$ cat src/rtl/trap_unit.sv
// Machine-mode trap responder: owns the M-mode trap CSRs and sequences the
// two-cycle redirect/flush that follows a trap entry or MRET at commit.
package trap_pkg;
    typedef enum logic {
        TRAP_ENTER  = 1'b0,
        TRAP_RETURN = 1'b1
    } trap_mode_e;

    typedef struct packed {
        logic        valid;
        trap_mode_e  mode;
        logic [31:0] cause;
        logic [31:0] pc;
        logic [31:0] tval;
    } trap_req_t;
endpackage

module trap_unit
    import trap_pkg::*;
#(
    parameter logic [31:0] RESET_MTVEC = 32'h0000_0000
) (
    input  logic        clk,
    input  logic        reset,
    input  trap_req_t   trap_req_w,
    input  logic        csr_we,
    input  logic [11:0] csr_addr,
    input  logic [31:0] csr_wdata,
    output logic [31:0] csr_rdata,
    output logic        redirect_valid,
    output logic [31:0] redirect_pc,
    output logic        flush_req,
    output logic        busy,
    output logic        mie_o
);
    localparam logic [11:0] A_MSTATUS  = 12'h300;
    localparam logic [11:0] A_MTVEC    = 12'h305;
    localparam logic [11:0] A_MSCRATCH = 12'h340;
    localparam logic [11:0] A_MEPC     = 12'h341;
    localparam logic [11:0] A_MCAUSE   = 12'h342;
    localparam logic [11:0] A_MTVAL    = 12'h343;

    typedef enum logic [1:0] {
        S_IDLE     = 2'd0,
        S_COMMIT   = 2'd1,
        S_REDIRECT = 2'd2
    } state_e;

    state_e      state, state_nx;
    logic        mie, mpie;
    logic [31:2] mtvec;
    logic [31:2] mepc;
    logic [31:0] mscratch, mcause, mtval;
    logic [31:0] target;

    logic accept_enter, accept_return, csr_wr_en;

    // Requests and CSR writes are only honoured in IDLE; later the source has been flushed.
    always_comb begin
        state_nx       = state;
        accept_enter   = 1'b0;
        accept_return  = 1'b0;
        csr_wr_en      = 1'b0;
        case (state)
            S_IDLE: begin
                csr_wr_en = csr_we;
                if (trap_req_w.valid) begin
                    accept_enter  = (trap_req_w.mode == TRAP_ENTER);
                    accept_return = (trap_req_w.mode == TRAP_RETURN);
                    state_nx      = S_COMMIT;
                end
            end
            S_COMMIT:   state_nx = S_REDIRECT;
            S_REDIRECT: state_nx = S_IDLE;
            default:    state_nx = S_IDLE;
        endcase
    end

    // Trap updates are placed after the CSR write so they win on a same-edge collision.
    always_ff @(posedge clk) begin
        if (reset) begin
            state    <= S_IDLE;
            mie      <= 1'b0;
            mpie     <= 1'b0;
            mtvec    <= RESET_MTVEC[31:2];
            mepc     <= '0;
            mscratch <= '0;
            mcause   <= '0;
            mtval    <= '0;
            target   <= '0;
        end else begin
            state <= state_nx;
            if (csr_wr_en) begin
                case (csr_addr)
                    A_MSTATUS: begin
                        mie  <= csr_wdata[3];
                        mpie <= csr_wdata[7];
                    end
                    A_MTVEC:    mtvec    <= csr_wdata[31:2];
                    A_MSCRATCH: mscratch <= csr_wdata;
                    A_MEPC:     mepc     <= csr_wdata[31:2];
                    A_MCAUSE:   mcause   <= csr_wdata;
                    A_MTVAL:    mtval    <= csr_wdata;
                    default: ;
                endcase
            end
            if (accept_enter) begin
                mepc   <= trap_req_w.pc[31:2];
                mcause <= trap_req_w.cause;
                mtval  <= trap_req_w.tval;
                mpie   <= mie;
                mie    <= 1'b0;
                target <= {mtvec, 2'b00};
            end else if (accept_return) begin
                mie    <= mpie;
                mpie   <= 1'b1;
                target <= {mepc, 2'b00};
            end
        end
    end

    always_comb begin
        csr_rdata = '0;
        case (csr_addr)
            A_MSTATUS:  csr_rdata = {19'd0, 2'b11, 3'd0, mpie, 3'd0, mie, 3'd0};
            A_MTVEC:    csr_rdata = {mtvec, 2'b00};
            A_MSCRATCH: csr_rdata = mscratch;
            A_MEPC:     csr_rdata = {mepc, 2'b00};
            A_MCAUSE:   csr_rdata = mcause;
            A_MTVAL:    csr_rdata = mtval;
            default:    csr_rdata = '0;
        endcase
    end

    assign redirect_valid = (state == S_COMMIT);
    assign flush_req      = (state != S_IDLE);
    assign busy           = (state != S_IDLE);
    assign redirect_pc    = (state != S_IDLE) ? target : 32'd0;
    assign mie_o          = mie;
endmodule

$ cat config.mk
export PLATFORM = sky130hd
export DESIGN_NAME = trap_unit
export DESIGN_NICKNAME = d
export VERILOG_FILES = /design/src/rtl/trap_unit.sv
export SDC_FILE = /design/constraint.sdc
export NUM_CORES = 1
export LEC_CHECK = 0
export BUFFER_PORTS_ARGS = -buffer_cell sky130_fd_sc_hd__buf_2
export CAP_MARGIN = 30
export CORE_MARGIN = 2
export CORE_UTILIZATION = 45
export DETAILED_ROUTE_END_ITERATION = 7
export HOLD_SLACK_MARGIN = 0.02
export PLACE_DENSITY_LB_ADDON = 0.1
export SLEW_MARGIN = 15
export SYNTH_ARGS = -nofsm -noshare
export SYNTH_HDL_FRONTEND = slang
export SYNTH_SLANG_ARGS = --single-unit
$ cat constraint.sdc
create_clock -name clk -period 2.9 [get_ports clk]
set_input_delay 0 -clock clk [delete_from_list [all_inputs] [get_ports clk]]
set_output_delay 0 -clock clk [all_outputs]
set_load 0.02 [all_outputs]
==> key figures, run 1 <==
Synth
  – Leading cell types by count after synthesis: dfxtp_1 (190), nor2_1 (176), nand2_1 (136)
  – Most frequent cell after synthesis: dfxtp_1
  – Asr flop ratio synth: 0
  – XOR/XNOR Fraction of Synth Area: 0
  – Top FF cell, synth: dfxtp_1
  – Compound-gate portion of the synthesized area: 0.236
  – Fraction of synthesized area in multiplexers: 0.105
  – Average cell area after synthesis: 8.35 um2
  – Distinct cell type count of the synthesized netlist: 49
  – Number of warnings printed during yosys synthesis: 0
  – Number of synthesized register bits: 190
  – Synth Instances: between 1k and 1.5k
  – Largest family of logic cells by synthesized area: compound AO/OA/AOI/OAI gates
  – Number of enable-type register cells in the synthesized netlist: 0
  – Most area-consuming cells after synthesis: dfxtp_1 (40%), mux2i_1 (7.3%), nor2_1 (6.9%), nand2_1 (5.3%), a211oi_1 (5.0%)
  – Cell taking the most area after synthesis: dfxtp_1
  – Netlist area before placement: between 9000 and 10000 um2
  – Share of Yosys cell area claimed by the top area cell type: 0.397
  – Post-synthesis sequential area ratio: 0.397
  – Area share of fa/ha/maj cells after synthesis: 0
  – Simple-gate share of the synthesized area: 0.208

CTS
  – Count of hold buffers inserted by post-cts repair: 161
  – Number of setup buffers added after CTS: 0
  – Root buffer cell: clkbuf_16
  – PostCTS Resize Cnt: 0
  – Clock H-tree levels: 4
  – CTS tree: built
  – Sink Count: 190
  – Number of buffers between clock root and the deepest sink: 2
  – TritonCTS Buffers: 17
  – Worst-path clk slew: roughly 0.070 ns
  – Clock latency on the worst-skew pair: 0.43 ns

Placed design
  – Worst slack after detailed placement: 0.774 ns
  – Routability-driven placement congestion ratio: slightly below 0.9
  – Detailed Place HPWL: 20600 um
  – Port Buf Inserts: 208
  – Dpl cells: 1544

Floorplanning
  – Number of rows created at floorplan: 53
  – Area of the die: 22500 um2
  – Number of ports placed on the die boundary: around 210
  – Die Width: 150 um
  – Core area: between 20000 and 25000 um2
  – Die H: 150 um
  – Initial core utilization: 0.457

STA
  – Measured slew at the worst slew-check pin: 0.634 ns
  – Final max-slew violation count: 0
  – Relative max-transition margin: 0.577
  – Final setup violation count: 0
  – Setup total negative slack: 0 ns
  – Worst-case clock skew: 0.0108 ns
  – Final worst-path cycle share: 0.911
  – Hold Vio Cnt, Final: 0
  – Final Critical Period: 2.64 ns
  – Achievable clock frequency: 379 MHz
  – Worst setup slack after layout: 0.259 ns
  – Unrepaired setup endpoints after global routing: false

Power
  – Sw frac: 0.270
  – PD cells: 464 nW/um2
  – Power share of the clock group: 0.378
  – Peak supply drop: 0.373 mV
  – LEAKAGE: 5.29 nW
  – Sequential share of power: 0.467
  – Internal power contribution: approximately 4.4 mW
  – Relative contribution of combinational cells to total power: 0.155
  – P_sw: 1.63 mW

Outcome
  – Status: completed

Detailed routing
  – Via-to-Cell Ratio: 5.69
  – Residual DRC count: 0
  – Final wirelength: 33700 um
  – Overall via count from detail_route: 9884
  – Number of optimization iterations in the first detailed-route pass: 5
  – Antenna Nets Post-Route: 0
  – Iteration-0 DRC count of the detailed router: 864
  – Avg WL per Cell: 19.4 um

Setup path
  – Worst Path Max Fanout: 23
  – R2R setup slack: ~0.26 ns
  – Launch instance of the worst register-to-register path: state[1]
  – Data arrival at the endpoint of the critical path: around 3.0 ns
  – Required time of the worst setup path: 3.27 ns
  – Number of cells on the worst reg-to-reg path: 6
  – Kind of end point of the critical path: flip-flop
  – Critical Setup Path Class: reg -> reg
  – Kind of launch point of the worst setup path: flip-flop
  – Worst r2r dst: mcause[11]

Run
  – Number of violations of the max-capacitance limit: 0

Cells and area
  – Nets@finish: 1594
  – Growth of design area from synthesis to finish: 35.7%
  – Multi-input gate area: ~5300 um2
  – Register Area: 3800 um2
  – Number of fill cells: 1891
  – Ratio of cells with drive above 1 in the final layout: 0.234
  – Non-filler cells in the finished layout: roughly 1.7k
  – Number of antenna cells inserted: 0

Global routing
  – Wire length of the first global-routing pass: approximately 52000 um
  – GR Overflow Total: 0
  – Vias in the first global route: 9360
  – Pin count of the biggest net entering global routing: 95
  – Initial antenna violation count: 0
  – Global-route total usage across every layer: 0.298

Hold path
  – Class of the worst hold path: in -> reg
  – Worst min-delay path endpoint: state[0]
  – Hold Path Depth: 3
  – Hold_sp: trap_req_w[97]
state kept, by name, indices dropped and copies added (netlist names):
signal    flops
mcause       32
mscratch     32
mtval        32
mepc         30
mtvec        30
target       30
state         2
mie_o         1
mpie          1
cell families after synthesis:
| family | count (synthesis) |
|---|---|
| flops | 190 |
| buf+inv | 120 |
| other cells | 1 |
| simple gates | 442 |
| compound gates | 297 |
| mux | 96 |
cell usage in the layout (no fill, tap or decap), types with 30 or more instances in the layout:
cell type	n
a2111oi_2	30
nor2b_1	32
dlygate4sd3_1	161
o21ai_0	44
nor2_1	173
mux2i_1	70
a22oi_1	38
nand2_1	136
buf_2	207
nor3_1	32
a311oi_1	32
a21oi_1	63
nand3_1	32
dfxtp_1	190
a211oi_1	64
critical path: stages, from the launching register on:
cell           delay, ns
dfxtp_1             0.42
nor4b_1             0.40
and4_1              0.58
buf_12              0.25
nand2_1             0.07
a311oi_1            0.27
dlygate4sd3_1       0.58
per-layer routing:
metal	global-route usage	up-vias	routed length, um
met5	0	-	0
met4	0.115	0	1100
met3	0.0476	60	1980
met2	0.496	371	16100
met1	0.387	4693	14500
li1	-	4760	-
stage by stage:
step	area (um2)	hold slack [ns]	util	power [mW]
floorplan	9580	0.136	-	3.33
global placement	10800	0.272	0.517	3.61
detailed placement	10800	0.277	0.517	3.62
CTS	13000	0.0308	0.620	6.05
global route	13000	0.0235	0.620	6.27
finish	13000	0.0490	0.620	6.03
power groups by stage:
stage	Sequential, mW	Clock, mW	Combinational [mW]
6_report	2.81	2.28	0.936
5_1_grt	2.83	2.42	1.02
4_1_cts	2.81	2.31	0.925
3_5_place_dp	2.87	0	0.750
3_3_place_gp	2.87	0	0.743
2_1_floorplan	2.85	0	0.484
worst max path at each step:
| stage | to | start | depth (start not counted) | slack (ns) |
|---|---|---|---|---|
| 6_report | mcause[11] | state[1] | 6 | 0.26 |
| 4_1_cts | mcause[11] | state[1] | 6 | 0.26 |
| 3_3_place_gp | mcause[7] | state[1] | 5 | 0.83 |
| 5_1_grt | mcause[14] | state[1] | 6 | 0.11 |
| 3_5_place_dp | mcause[29] | state[1] | 5 | 0.77 |
| 2_1_floorplan | mepc[15] | state[1] | 6 | 0.96 |
final cells by class:
type                       instances  share of cell area
sequential                       190               0.293
clock inverter                    12             0.00857
inverter                           1            0.000289
tap                              275              0.0265
multi-input combinational        837               0.409
clock buffer                      20              0.0344
timing repair buffer             402               0.229
No activity file was read; power rests on OpenSTA's default activity.
==> run 2, diff against run 1 <==
- CORE_UTILIZATION: 45 -> 49
==> run 2 against run 1 <==
Net effect:
- sequential share of layout area decreased by 0.17 points
- non-clock buffer count rose by 3
- count of clock-buffer cells in the layout unchanged
- sequential power is essentially flat
- critical path type unchanged
- critical endpoint is now mcause[4]
- largest cell class unchanged
- largest power group unchanged
==> key figures, run 2 (synthesis gave the netlist of run 1 again) <==
Outcome
  – Status: completed

CTS
  – Clock H-tree levels: 4 (unchanged)
  – CTS tree: built
  – Number of setup buffers added after CTS: 0 (unchanged)
  – Count of hold buffers inserted by post-cts repair: 164 (+1.9%)
  – PostCTS Resize Cnt: 0 (unchanged)
  – Root buffer cell: clkbuf_16
  – Clock latency on the worst-skew pair: 0.45 ns (+0.02 ns)
  – Sink Count: 190 (unchanged)
  – TritonCTS Buffers: 17 (unchanged)
  – Number of buffers between clock root and the deepest sink: 2 (unchanged)
  – Worst-path clk slew: 0.07 ns (about the same)

Power
  – Sequential share of power: 0.453 (-0.014)
  – LEAKAGE: 5.34 nW (+0.95%)
  – Power share of the clock group: 0.396 (+0.018)
  – P_sw: 1.66 mW (+1.7%)
  – Internal power contribution: 4.56 mW (+3.6%)
  – PD cells: 476 nW/um2 (+2.5%)
  – Total power: 6.22 mW (+3.1%)
  – Sw frac: 0.266 (-0.00368)
  – Relative contribution of combinational cells to total power: 0.152 (-0.003)
  – Peak supply drop: 0.383 mV (+2.7%)

Cells and area
  – Final Instance Area: 13100 um2 (+0.58%)
  – Ratio of cells with drive above 1 in the final layout: 0.235 (+0.000886)
  – Most frequent standard cell in the layout excluding fill and tap cells: buf_2
  – Number of fill cells: 1594 (-16%)
  – Number of antenna cells inserted: 0 (unchanged)
  – Finished Core Util: 0.676 (+0.0558)
  – Growth of design area from synthesis to finish: 36.5%
  – Nets@finish: 1597 (+0.19%)
  – Largest registers ranked by flip-flop count: mcause: 32 flops, mscratch: 32 flops, mtval: 32 flops
  – Commonest cells after routing, fill and taps aside: buf_2 (207), dfxtp_1 (190), nor2_1 (173), dlygate4sd3_1 (164), nand2_1 (136)

STA
  – Unrepaired setup endpoints after global routing: false
  – Final worst-path cycle share: 0.888 (-0.0230)
  – Final max-slew violation count: 0 (unchanged)
  – Achievable clock frequency: 388 MHz (+2.6%)
  – Final Critical Period: 2.57 ns (-0.0667 ns)
  – Hold Vio Cnt, Final: 0 (unchanged)
  – Setup total negative slack: 0 ns (unchanged)
  – Worst-case clock skew: 0.0134 ns (+0.00254 ns)
  – Measured slew at the worst slew-check pin: 0.915 ns (+0.281 ns)
  – Final setup violation count: 0 (unchanged)
  – Worst setup slack after layout: 0.326 ns (+0.0667 ns)
  – Relative max-transition margin: 0.390 (-0.187)

Setup path
  – Maximum cell stage delay along the critical path: 0.60 ns (+0.02 ns)
  – List of cells traversed by the critical path: nor4b_1, and4_1, buf_4, nand2_1, a311oi_1, dlygate4sd3_1
  – Kind of end point of the critical path: flip-flop
  – Critical Setup Path Class: reg -> reg
  – Kind of launch point of the worst setup path: flip-flop
  – Number of cells on the worst reg-to-reg path: 6 (unchanged)
  – Launch instance of the worst register-to-register path: state[1]
  – Worst Path Max Fanout: 32 (+39%)
  – CP bufs+invs: 2 (unchanged)
  – CP max stage cell: dlygate4sd3_1
  – R2R setup slack: 0.33 ns (+0.07 ns)
  – Family of cells with the greatest summed delay on the critical path: buffers and inverters
  – Data arrival at the endpoint of the critical path: 2.95 ns (-0.06 ns)
  – Required time of the worst setup path: 3.28 ns (about the same)
  – Worst r2r dst: mcause[4]

Detailed routing
  – Final wirelength: 33000 um (-2.0%)
  – Antenna Nets Post-Route: 0 (unchanged)
  – Via-to-Cell Ratio: 5.76 (+1.2%)
  – Avg WL per Cell: 19.1 um (-1.6%)
  – Overall via count from detail_route: 9960 (+0.77%)
  – Iteration-0 DRC count of the detailed router: 723 (-16%)
  – Residual DRC count: 0 (unchanged)
  – Number of optimization iterations in the first detailed-route pass: 5 (unchanged)

Hold path
  – Hold Path Depth: 2 (-1)
  – Worst min-delay path endpoint: mtvec[16]
  – Hold_sp: reset
  – Class of the worst hold path: in -> reg

Floorplanning
  – Number of rows created at floorplan: 51 (-3.8%)
  – Core area: 19300 um2 (-7.7%)
  – Die H: 144 um (-4.1%)
  – Area of the die: 20700 um2 (-7.9%)
  – Number of ports placed on the die boundary: 213 (unchanged)
  – Initial core utilization: 0.495 (+0.0383)
  – Die Width: 144 um (-4.1%)

Global routing
  – Initial antenna violation count: 0 (unchanged)
  – Global-route total usage across every layer: 0.321 (+0.0233)
  – Wire length of the first global-routing pass: 51400 um (-0.67%)
  – GR Overflow Total: 0 (unchanged)
  – Vias in the first global route: 9722 (+3.9%)
  – Pin count of the biggest net entering global routing: 103 (+8.4%)

Placed design
  – Detailed Place HPWL: 20400 um (-1.2%)
  – Worst slack after detailed placement: 0.634 ns (-0.140 ns)
  – Post-placement cell area: 10800 um2 (-0.12%)
  – Routability-driven placement congestion ratio: 0.892 (+1.0%)
  – Port Buf Inserts: 208 (unchanged)

Run
  – Number of violations of the max-capacitance limit: 0 (unchanged)
## run 2: final cells by class
cell class | instances | area, um2 | share of cell area
Multi-Input combinational cell | 837 | 5320 | 0.407
Clock inverter | 12 | 149 | 0.0114
Inverter | 1 | 3.75 | 0.000287
Tap cell | 265 | 332 | 0.0254
Clock buffer | 20 | 467 | 0.0357
Timing Repair Buffer | 405 | 3000 | 0.229
Sequential cell | 190 | 3800 | 0.291
## run 2: power by group through the flow
stage               clock [mW]  sequential (mW)  combinational [mW]
finish                    2.46             2.81               0.944
global route              2.58             2.83                1.02
CTS                       2.48             2.81               0.931
detailed placement           0             2.87               0.750
global placement             0             2.87               0.742
floorplan                    0             2.85               0.484
## run 2: worst max path at each step
stage                endpoint  cells past startpoint        start
finish              mcause[4]                      6     state[1]
floorplan            mepc[15]                      6     state[1]
global route        mcause[4]                      6     state[1]
CTS                 mcause[7]                      6     state[1]
global placement     mepc[16]                      6  csr_addr[0]
detailed placement    mepc[5]                      6  csr_addr[0]
## run 2: worst reg2reg max path, cell delays in order (launching register included)
cell and delay [ns]:
dfxtp_1 0.42, nor4b_1 0.41, and4_1 0.23, buf_4 0.42
nand2_1 0.13, a311oi_1 0.30, dlygate4sd3_1 0.60
## run 2: per-stage QoR
step,instances,hold WS (ns)
after floorplan,1147,0.136
after global placement,1534,0.270
after detailed placement,1534,0.275
after CTS,1730,0.109
after global routing,1730,0.164
final,1730,0.107
## run 2: metal layers
| metal | vias up | share of wire | GRT usage |
|---|---|---|---|
| met1 | 4739 | 0.44 | 0.412 |
| met5 | - | 0 | 0 |
| met3 | 74 | 0.057 | 0.0487 |
| met4 | 0 | 0.037 | 0.141 |
| li1 | 4772 | - | - |
| met2 | 375 | 0.47 | 0.535 |
==> run 3, diff against run 2 <==
--- a/config.mk
+++ b/config.mk
@@ -12,4 +12,6 @@
 export DETAILED_ROUTE_END_ITERATION = 7
+export GPL_TIMING_DRIVEN = 0
 export HOLD_SLACK_MARGIN = 0.02
 export PLACE_DENSITY_LB_ADDON = 0.1
+export SKIP_CTS_REPAIR_TIMING = 1
 export SLEW_MARGIN = 15
==> constraint.sdc (replaced) <==
create_clock -name clk -period 2.9 [get_ports clk]
set_input_delay 0.145 -clock clk [delete_from_list [all_inputs] [get_ports clk]]
set_output_delay 0.145 -clock clk [all_outputs]
set_load 0.02 [all_outputs]
==> run 3 against run 2 <==
Net effect:
- the flow now finishes with violations (negative hold slack)
- clock power fell by 4%
- die area unchanged
- worst hold slack worse by 0.12 ns
- via count rose by 4.1%
- non-clock buffer count shrank 19
- setup slack lost 0.28 ns
- final area shrank 7.1%
- first-iteration DRC count is 17% higher
- combinational power decreased by 6.4%
- wire length rose by 14%
- count of clock-buffer cells in the layout decreased by 3
- critical endpoint is now csr_rdata[30]
- largest cell class unchanged
==> key figures, run 3 (synthesis gave the netlist of run 1 again) <==
Cells and area
  – Number of antenna cells inserted: 0 (unchanged)
  – Most frequent standard cell in the layout excluding fill and tap cells: buf_2
  – Register Area: 3800 um2 (unchanged)
  – Commonest cells after routing, fill and taps aside: buf_2 (226), dfxtp_1 (190), nor2_1 (176), nand2_1 (136), clkbuf_1 (81)
  – Nets@finish: 1578 (-1.2%)
  – Finished Core Util: 0.628 (-0.0481)
  – Number of fill cells: 1794 (+13%)
  – Final Instance Area: 12100 um2 (-7.1%)
  – Growth of design area from synthesis to finish: 26.8%
  – Multi-input gate area: 5280 um2 (-0.68%)
  – Largest registers ranked by flip-flop count: mcause: 32 flops, mscratch: 32 flops, mtval: 32 flops
  – Ratio of cells with drive above 1 in the final layout: 0.231 (-0.00383)

CTS
  – Root buffer cell: clkbuf_16
  – Clock latency on the worst-skew pair: 0.45 ns (about the same)
  – Number of buffers between clock root and the deepest sink: 2 (unchanged)
  – TritonCTS Buffers: 17 (unchanged)
  – Clock H-tree levels: 4 (unchanged)
  – CTS tree: built
  – Worst-path clk slew: 0.08 ns (about the same)
  – Sink Count: 190 (unchanged)

Placed design
  – Port Buf Inserts: 204 (-1.9%)
  – Detailed Place HPWL: 27200 um (+34%)
  – Routability-driven placement congestion ratio: 0.945 (+5.8%)
  – Post-placement cell area: 10900 um2 (+1.1%)

Setup path
  – Kind of launch point of the worst setup path: input pin
  – Capture point of the worst path: csr_rdata[30]
  – Critical Setup Path Class: in -> out
  – Worst Path Max Fanout: 10 (-69%)
  – Data arrival at the endpoint of the critical path: 2.71 ns (-0.24 ns)
  – CP max stage cell: clkbuf_1
  – R2R setup slack: 0.25 ns (-0.08 ns)
  – Number of cells on the worst reg-to-reg path: 8 (+2)
  – Kind of end point of the critical path: primary output
  – Worst r2r dst: mtval[7]
  – Crit path top cell by count: buf_2
  – Maximum cell stage delay along the critical path: 0.53 ns (-0.07 ns)
  – Launch point of the critical path: csr_addr[1]
  – Launch instance of the worst register-to-register path: state[1]
  – List of cells traversed by the critical path: buf_2, nor4_2, buf_2, clkbuf_1, a22oi_1, o21ai_0, buf_2
  – Required time of the worst setup path: 2.76 ns (-0.52 ns)

Power
  – PD cells: 498 nW/um2 (+4.7%)
  – Total power: 6.04 mW (-2.8%)
  – LEAKAGE: 4.86 nW (-9.0%)
  – Peak supply drop: 0.429 mV (+12%)

STA
  – Unrepaired setup endpoints after global routing: false
  – Achievable clock frequency: 350 MHz (-9.9%)
  – Final worst-path cycle share: 0.985 (+0.0976)
  – Final max-slew violation count: 0 (unchanged)
  – Worst-case clock skew: 0.00804 ns (-0.00535 ns)
  – Worst slack on hold paths: -0.0153 ns (-0.123 ns)
  – Final Critical Period: 2.86 ns (+0.283 ns)
  – Relative max-transition margin: 0.380 (-0.0102)
  – Measured slew at the worst slew-check pin: 0.930 ns (+0.0153 ns)
  – Hold Vio Cnt, Final: 6 (+6)
  – Final setup violation count: 0 (unchanged)

Floorplanning
  – Area of the die: 20700 um2 (unchanged)
  – Initial core utilization: 0.495 (unchanged)
  – Die H: 144 um (unchanged)
  – Number of ports placed on the die boundary: 213 (unchanged)
  – Number of rows created at floorplan: 51 (unchanged)
  – Die Width: 144 um (unchanged)
  – Core area: 19300 um2 (unchanged)

Detailed routing
  – Residual DRC count: 0 (unchanged)
  – Iteration-0 DRC count of the detailed router: 843 (+17%)
  – Number of optimization iterations in the first detailed-route pass: 8 (+3)
  – Overall via count from detail_route: 10.4k (+4.1%)
  – Via-to-Cell Ratio: 6.06 (+5.2%)
  – Final wirelength: 37500 um (+14%)
  – Antenna Nets Post-Route: 0 (unchanged)
  – Avg WL per Cell: 21.9 um (+15%)

Hold path
  – Class of the worst hold path: in -> reg

Global routing
  – GR Overflow Total: 0 (unchanged)
  – Vias in the first global route: 9469 (-2.6%)
  – Initial antenna violation count: 0 (unchanged)
  – Global-route total usage across every layer: 0.355 (+0.0339)
  – Wire length of the first global-routing pass: 54700 um (+6.3%)
  – Pin count of the biggest net entering global routing: 20 (-81%)

Outcome
  – Violated checks: negative hold slack
  – Status: finished with violations

Run
  – Number of violations of the max-capacitance limit: 0 (unchanged)
==> run 3: changes by cell type in the layout (fill, tap and decap cells not counted), sizes merged <==
cell	delta
dlygate4sd3	-104
inv	+4
clkinv	-2
buf	+2
clkbuf	+80
clkinvlp	+3
bufinv	-2
==> run 3: where the power goes <==
part           total, mW  internal [mW]  switching [mW]
clock network       2.35           1.14            1.21
logic              0.884          0.360           0.524
registers           2.81           2.74          0.0753
==> run 3: how the worst min path moves through the flow <==
stage                         startpoint          end  depth (start not counted)
after floorplan             csr_wdata[3]  mscratch[3]                          2
after global placement      csr_wdata[0]  mscratch[0]                          3
after detailed placement    csr_wdata[0]  mscratch[0]                          3
after CTS                   csr_wdata[0]  mscratch[0]                          3
after global routing      trap_req_w[80]   mcause[16]                          3
final                     trap_req_w[80]   mcause[16]                          3
==> run 3: area by class of cell <==
| type | instances | area share |
|---|---|---|
| Multi-Input combinational cell | 837 | 0.435 |
| Sequential cell | 190 | 0.313 |
| Timing Repair Buffer | 267 | 0.135 |
| Buffer | 119 | 0.0417 |
| Clock buffer | 17 | 0.0350 |
| Tap cell | 265 | 0.0273 |
| Clock inverter | 15 | 0.0119 |
| Inverter | 1 | 0.000309 |
==> run 3: metal layers <==
metal | wire length (um) | vias up | part of all wire | track usage
met5 | 0 | - | 0 | 0
met4 | 1690 | 0 | 0.045 | 0.159
met3 | 3310 | 93 | 0.088 | 0.0730
met2 | 16800 | 562 | 0.45 | 0.551
met1 | 15600 | 4975 | 0.42 | 0.476
li1 | - | 4734 | - | -
==> run 3: worst max-delay path: cells and delay by family <==
family / cells / cell delay [ns]
buffers and inverters: 4 / 1.38
AOI/OAI and AO/OA: 2 / 0.67
and+or+nand+nor: 1 / 0.51
==> run 3: metrics by stage <==
step	setup WS (ns)	cells	TNS, ns
2_1_floorplan	0.810	1147	0
3_3_place_gp	-0.0444	1616	-0.0625
3_5_place_dp	-0.0390	1616	-0.0618
4_1_cts	-0.0633	1648	-0.142
5_1_grt	0.000775	1711	0
6_report	0.0425	1711	0
